[src/rtl/traffic_phase_sequencer.sv]
// Timed NS/EW intersection phase controller with pedestrian walk service and night flash.
// Paced by the synchronized rising edge of the slow 5 Hz divider output; all outputs registered.
module traffic_phase_sequencer #(
  parameter int T_GREEN    = 50,
  parameter int T_YELLOW   = 15,
  parameter int T_ALLRED   = 5,
  parameter int T_WALK     = 25,
  parameter int FLASH_HALF = 3,
  parameter int CNT_W      = 8
) (
  input  logic             CLK_50MHz,
  input  logic             RESET,
  input  logic             tick_in,
  input  logic             ped_req,
  input  logic             flash_mode,
  output logic [2:0]       color,
  output logic [2:0]       ew_color,
  output logic [3:0]       squares,
  output logic [CNT_W-1:0] phase_remaining,
  output logic             ped_pending
);

  typedef enum logic [2:0] {
    NS_GREEN, NS_YELLOW, ALLRED_A, EW_GREEN, EW_YELLOW, ALLRED_B, WALK, FLASH
  } state_e;

  localparam logic [CNT_W-1:0] ONE = CNT_W'(1);
  localparam logic [2:0] LAMP_R = 3'b100;
  localparam logic [2:0] LAMP_Y = 3'b010;
  localparam logic [2:0] LAMP_G = 3'b001;

  function automatic logic [CNT_W-1:0] phaseDur(input state_e s);
    case (s)
      NS_GREEN, EW_GREEN:   phaseDur = CNT_W'(T_GREEN);
      NS_YELLOW, EW_YELLOW: phaseDur = CNT_W'(T_YELLOW);
      ALLRED_A, ALLRED_B:   phaseDur = CNT_W'(T_ALLRED);
      WALK:                 phaseDur = CNT_W'(T_WALK);
      default:              phaseDur = CNT_W'(FLASH_HALF);
    endcase
  endfunction

  state_e           state_q, state_d;
  logic [CNT_W-1:0] counter_q, counter_d;
  logic             flashPhase_q, flashPhase_d;
  logic             pedPending_q, pedPending_d;
  logic [2:0]       tickSync_q, pedSync_q;
  logic [1:0]       flashSync_q;
  logic [2:0]       color_q, color_d, ewColor_q, ewColor_d;
  logic [3:0]       squares_q, squares_d;
  logic [CNT_W-1:0] remaining_q, remaining_d;
  logic [CNT_W-1:0] dur;
  logic             tickEn, pedEdge, flashOn;

  // The third stage of each edge-detected input only remembers the previous synchronized level.
  assign tickEn  = tickSync_q[1] & ~tickSync_q[2];
  assign pedEdge = pedSync_q[1] & ~pedSync_q[2];
  assign flashOn = flashSync_q[1];

  always_ff @(posedge CLK_50MHz or posedge RESET) begin
    if (RESET) begin
      tickSync_q  <= '0;
      pedSync_q   <= '0;
      flashSync_q <= '0;
    end else begin
      tickSync_q  <= {tickSync_q[1:0], tick_in};
      pedSync_q   <= {pedSync_q[1:0], ped_req};
      flashSync_q <= {flashSync_q[0], flash_mode};
    end
  end

  always_comb begin
    state_d      = state_q;
    counter_d    = counter_q;
    flashPhase_d = flashPhase_q;
    pedPending_d = pedPending_q;
    dur          = phaseDur(state_q);
    if (pedEdge && state_q != WALK) pedPending_d = 1'b1;
    // Flash preempts everything, including a phase expiry in the same cycle.
    if (flashOn && state_q != FLASH) begin
      state_d      = FLASH;
      counter_d    = '0;
      flashPhase_d = 1'b0;
    end else if (tickEn) begin
      if (state_q == FLASH && !flashOn) begin
        state_d      = ALLRED_B;
        counter_d    = '0;
        flashPhase_d = 1'b0;
      end else if (counter_q == dur - ONE) begin
        counter_d = '0;
        case (state_q)
          NS_GREEN:  state_d = NS_YELLOW;
          NS_YELLOW: state_d = ALLRED_A;
          ALLRED_A:  state_d = EW_GREEN;
          EW_GREEN:  state_d = EW_YELLOW;
          EW_YELLOW: state_d = ALLRED_B;
          ALLRED_B: begin
            // Decision uses the already-latched request, so a same-cycle press waits a cycle.
            if (pedPending_q) begin
              state_d      = WALK;
              pedPending_d = 1'b0;
            end else begin
              state_d = NS_GREEN;
            end
          end
          WALK:      state_d = NS_GREEN;
          default:   flashPhase_d = ~flashPhase_q;
        endcase
      end else begin
        counter_d = counter_q + ONE;
      end
    end
  end

  // Outputs are decoded from next-state values so they register alongside the state.
  always_comb begin
    color_d     = LAMP_R;
    ewColor_d   = LAMP_R;
    squares_d   = 4'b0000;
    remaining_d = phaseDur(state_d) - counter_d;
    case (state_d)
      NS_GREEN:  begin color_d   = LAMP_G; squares_d = 4'b0001; end
      NS_YELLOW: begin color_d   = LAMP_Y; squares_d = 4'b0001; end
      EW_GREEN:  begin ewColor_d = LAMP_G; squares_d = 4'b0010; end
      EW_YELLOW: begin ewColor_d = LAMP_Y; squares_d = 4'b0010; end
      WALK:      squares_d = 4'b0100;
      FLASH: begin
        color_d     = flashPhase_d ? LAMP_Y : 3'b000;
        ewColor_d   = flashPhase_d ? LAMP_Y : 3'b000;
        squares_d   = 4'b1000;
        remaining_d = '0;
      end
      default: ;
    endcase
  end

  always_ff @(posedge CLK_50MHz or posedge RESET) begin
    if (RESET) begin
      state_q      <= ALLRED_B;
      counter_q    <= '0;
      flashPhase_q <= 1'b0;
      pedPending_q <= 1'b0;
      color_q      <= LAMP_R;
      ewColor_q    <= LAMP_R;
      squares_q    <= 4'b0000;
      remaining_q  <= CNT_W'(T_ALLRED);
    end else begin
      state_q      <= state_d;
      counter_q    <= counter_d;
      flashPhase_q <= flashPhase_d;
      pedPending_q <= pedPending_d;
      color_q      <= color_d;
      ewColor_q    <= ewColor_d;
      squares_q    <= squares_d;
      remaining_q  <= remaining_d;
    end
  end

  assign color           = color_q;
  assign ew_color        = ewColor_q;
  assign squares         = squares_q;
  assign phase_remaining = remaining_q;
  assign ped_pending     = pedPending_q;

endmodule

[config.mk]
export PLATFORM = sky130hd
export DESIGN_NAME = traffic_phase_sequencer
export DESIGN_NICKNAME = d
export VERILOG_FILES = /design/src/rtl/traffic_phase_sequencer.sv
export SDC_FILE = /design/constraint.sdc
export NUM_CORES = 1
export LEC_CHECK = 0
export BUFFER_PORTS_ARGS = -buffer_cell sky130_fd_sc_hd__buf_2
export CORE_ASPECT_RATIO = 0.9
export CORE_MARGIN = 5
export CORE_UTILIZATION = 25
export CTS_BUF_LIST = sky130_fd_sc_hd__clkbuf_2
export CTS_CLUSTER_SIZE = 40
export DETAILED_ROUTE_END_ITERATION = 10
export SLEW_MARGIN = 15
export SYNTH_ARGS = -nofsm -noshare
export SYNTH_HDL_FRONTEND = slang
export SYNTH_SLANG_ARGS = --single-unit
[constraint.sdc]
create_clock -name CLK_50MHz -period 4.4 [get_ports CLK_50MHz]
set_clock_uncertainty 0.2 [all_clocks]
set_input_delay 0 -clock CLK_50MHz [delete_from_list [all_inputs] [get_ports CLK_50MHz]]
set_output_delay 0 -clock CLK_50MHz [all_outputs]
set_load 0.05 [all_outputs]
==> qor.yml <==
syn_area_mm2: 0.00229
synth_fp_nets: 236
cts_tree: "done"
ant_nets: 0
finalHoldViolations: 0
vias: 1787
grt_use_total_pct: 9.50
synthArstFlopShare_pct: 100
grt_pass1_vias: 1810
root_buffer: "clkbuf_2"
cp_slowest_cell: "dfstp_2"
synth.top_cell.area_share_pct: 36.0
critPathBufInv: 1
worstPathArrival_ns: 4.38
critPathCapture: "phase_remaining[6]"
cap_violations: 0
timing.final.crit_share_pct: 97.5
drive_gt1_share_pct: 41.8
seq_area_frac_synth_pct: 42.9
max-slew-margin-rel_pct: 61.4
pin_count: 24
worstSetupStartpoint: "state_q[0]"
criticalPathCategory: "reg -> reg"
path_common_cell: "nor2_2"
synth_common_cells: "33 x dfrtp_1, 23 x nor2_1, 12 x nand2_1"
insertion_delay_ns: 0.39
power_uw: 1720
synth_compound_area_share_pct: 15.8
combPwrFrac_pct: 61.8
ys_dominant_reg_cell: "dfrtp_1"
gp_congestion: 0.843
crit_family: "simple AND/OR/NAND/NOR gates"
totalWireLength_um: 5170
rows: 33
cp-end-kind: "flop"
power_density_mw_per_mm2: 585
worst_pin_slew_ns: 0.579
yosys.area_share.adder_pct: 5.78
synth_top_area_cell: "dfrtp_1"
drc_errors: 0
ys_types: 60
synth_simple_gate_area_share_pct: 22.3
fin_util_pct: 32.4
viasPerCell: 4.45
ys_ff_latch: 39
p_seq_share_pct: 28.6
crit_cells: 21
dieHeight_um: 101
overflow: 0
clockBufferDepth: 2
synthTopCellsByArea: "dfrtp_1 36%, dfstp_2 6.9%, ha_1 4.9%"
startpoint_type: "flop"
synth_top_family_by_area: "simple AND/OR/NAND/NOR gates"
core_area_mm2: 0.00904
grt_pass1_wl_um: 8630
pwr-share-clk_pct: 9.6
power_switching_uw: 791
cp.required_ns: 4.50
diodes: 0
synth_xor_area_share_pct: 4.86
crit_chain: "inv_2, nor2_2, nand2_1, o21ai_1, ha_2, xor2_2, or4_4, o211ai_4, a311oi_2, a41oi_4, xor2_2, nor2_2, ha_2, fa_2, nor2b_2, o21ai_1, nand2b_1, a21o_1, a21oi_2, xnor2_1, nor2_2"
cts_buffers: 5
grt_max_degree: 40
setup-violations-final: 0
synth_edf_count: 0
antenna_found_initial: 0
internal_power_uw: 925
reg2reg_to: "phase_remaining[6]"
wl_per_cell_um: 12.9
nNetsFinal: 294
hp-class: "in -> async"
postSynthCellCount: 221
portBuffers: 23
status: "finished clean"
slew_viol_final: 0
p_leak_uw: 0.00129
fp.dieW_um: 111
reg2reg_from: "state_q[0]"
path_clk_slew_ns: 0.21
place_inst: 378
ys_warn_count: 0
cts_max_level: 2
cp_max_fo: 6
dp_hpwl_um: 3620
start_util_pct: 25.4
first_iter_violations: 137
yosysMostFrequentCell: "dfrtp_1"
rsz0062_at_grt: "yes"
max_stage_delay_ns: 0.63
peakVddDrop_uv: 229
die_area_mm2: 0.0112
fin_crit_ns: 4.29
firstDrtPassIters: 4
final-instance-count-excl-fill: 402
area_delta_synth_final_pct: 27.9
synthMuxAreaShare_pct: 3.87
cts_sinks: 39
clock.fmax_mhz: 233
power_switching_share_pct: 46.1
reg2reg_slack_ns: 0.11
syn_area_per_cell_um2: 10.4
rr_worst_depth: 21
## layout make-up
type	instances	area [um2]
Clock inverter	1	5.00
Timing Repair Buffer	62	424
Sequential cell	39	983
Fill cell	936	6110
Tap cell	122	153
Inverter	5	18.8
Clock buffer	7	35.0
Multi-Input combinational cell	166	1320
## worst reg2reg max path: cells and delay by family (launching register included)
kind,cells,cell delay (ns)
AND/OR/NAND/NOR,7,1.04
AO/OA/AOI/OAI,7,1.00
adder cells (fa/ha/maj),3,0.80
flip-flops,1,0.63
XOR/XNOR,3,0.48
buffers and inverters,1,0.05
## power by group through the flow
stage	clock [uW]	sequential [uW]	combinational (uW)
2_1_floorplan	0	646	541
3_5_place_dp	0	494	907
4_1_cts	170	488	941
3_3_place_gp	0	491	899
5_1_grt	193	500	1150
6_report	164	491	1060
## cells by family after synthesis
logic type               Yosys count
buffers and inverters             16
AND/OR/NAND/NOR                   92
multiplexers                       7
adder cells (fa/ha/maj)           10
AO/OA/AOI/OAI                     46
XOR/XNOR                          11
flip-flops                        39
## repair_timing
action	in CTS	in global routing
endpoints found under the setup margin	3	4
endpoints found under the hold margin	42	1
pin swaps	6	13
setup buffers	5	7
cloned	0	0
resized for setup	1	22
hold buffers	4	1
## worst min path at each step
stage	endpoint	slack (ns)	cells after the start
2_1_floorplan	flashSync_q[0]	-0.17	0
3_3_place_gp	tickSync_q[0]	-0.09	1
3_5_place_dp	tickSync_q[0]	-0.09	1
4_1_cts	flashSync_q[0]	0.03	2
5_1_grt	pedSync_q[0]	0.005	2
6_report	color[1]	0.03	4
## flip-flops by register name (all words and copies together) (netlist names)
signal	cells
phase_remaining	8
ew_color	3
color	3
squares	4
counter_q	8
flashSync_q	2
ped_pending	1
state_q	3
flashPhase_q	1
pedSync_q	3
tickSync_q	3
## layout by cell type, fill, tap and decap left out, types with 4 or more instances in the layout
cell type,Yosys,routed
dfrtp_1,33,33
buf_4,2,33
buf_2,1,23
nor2_1,23,21
nand2_1,12,12
nor2_2,9,10
nand3_1,8,8
nand2b_1,7,7
nor2b_1,9,7
ha_1,9,7
clkbuf_2,0,7
a21oi_1,8,6
o21a_1,6,6
o21ai_0,9,6
dfstp_2,6,6
xnor2_1,6,5
nor3_1,5,5
dlygate4sd3_1,0,5
inv_1,5,4
## metal layers
metal	share of wire [%]	wire, um	track usage (%)
met1	46	2400	12.3
met2	49	2550	15.5
met3	2.9	151	2.04
met4	1.2	64	3.88
met5	0	0	0
## metrics by stage
step | setup slack, ns | area (um2) | hold WS [ns] | setup TNS (ns)
finish | 0.112 | 2930 | 0.0322 | 0
global route | -0.170 | 2930 | 0.00526 | -0.380
CTS | 0.000939 | 2780 | 0.0313 | 0
detailed placement | -0.0446 | 2660 | -0.0906 | -0.0848
global placement | 0.0234 | 2660 | -0.0902 | 0
floorplan | 0.00576 | 2300 | -0.169 | 0
(Power assumes the default switching activity.)
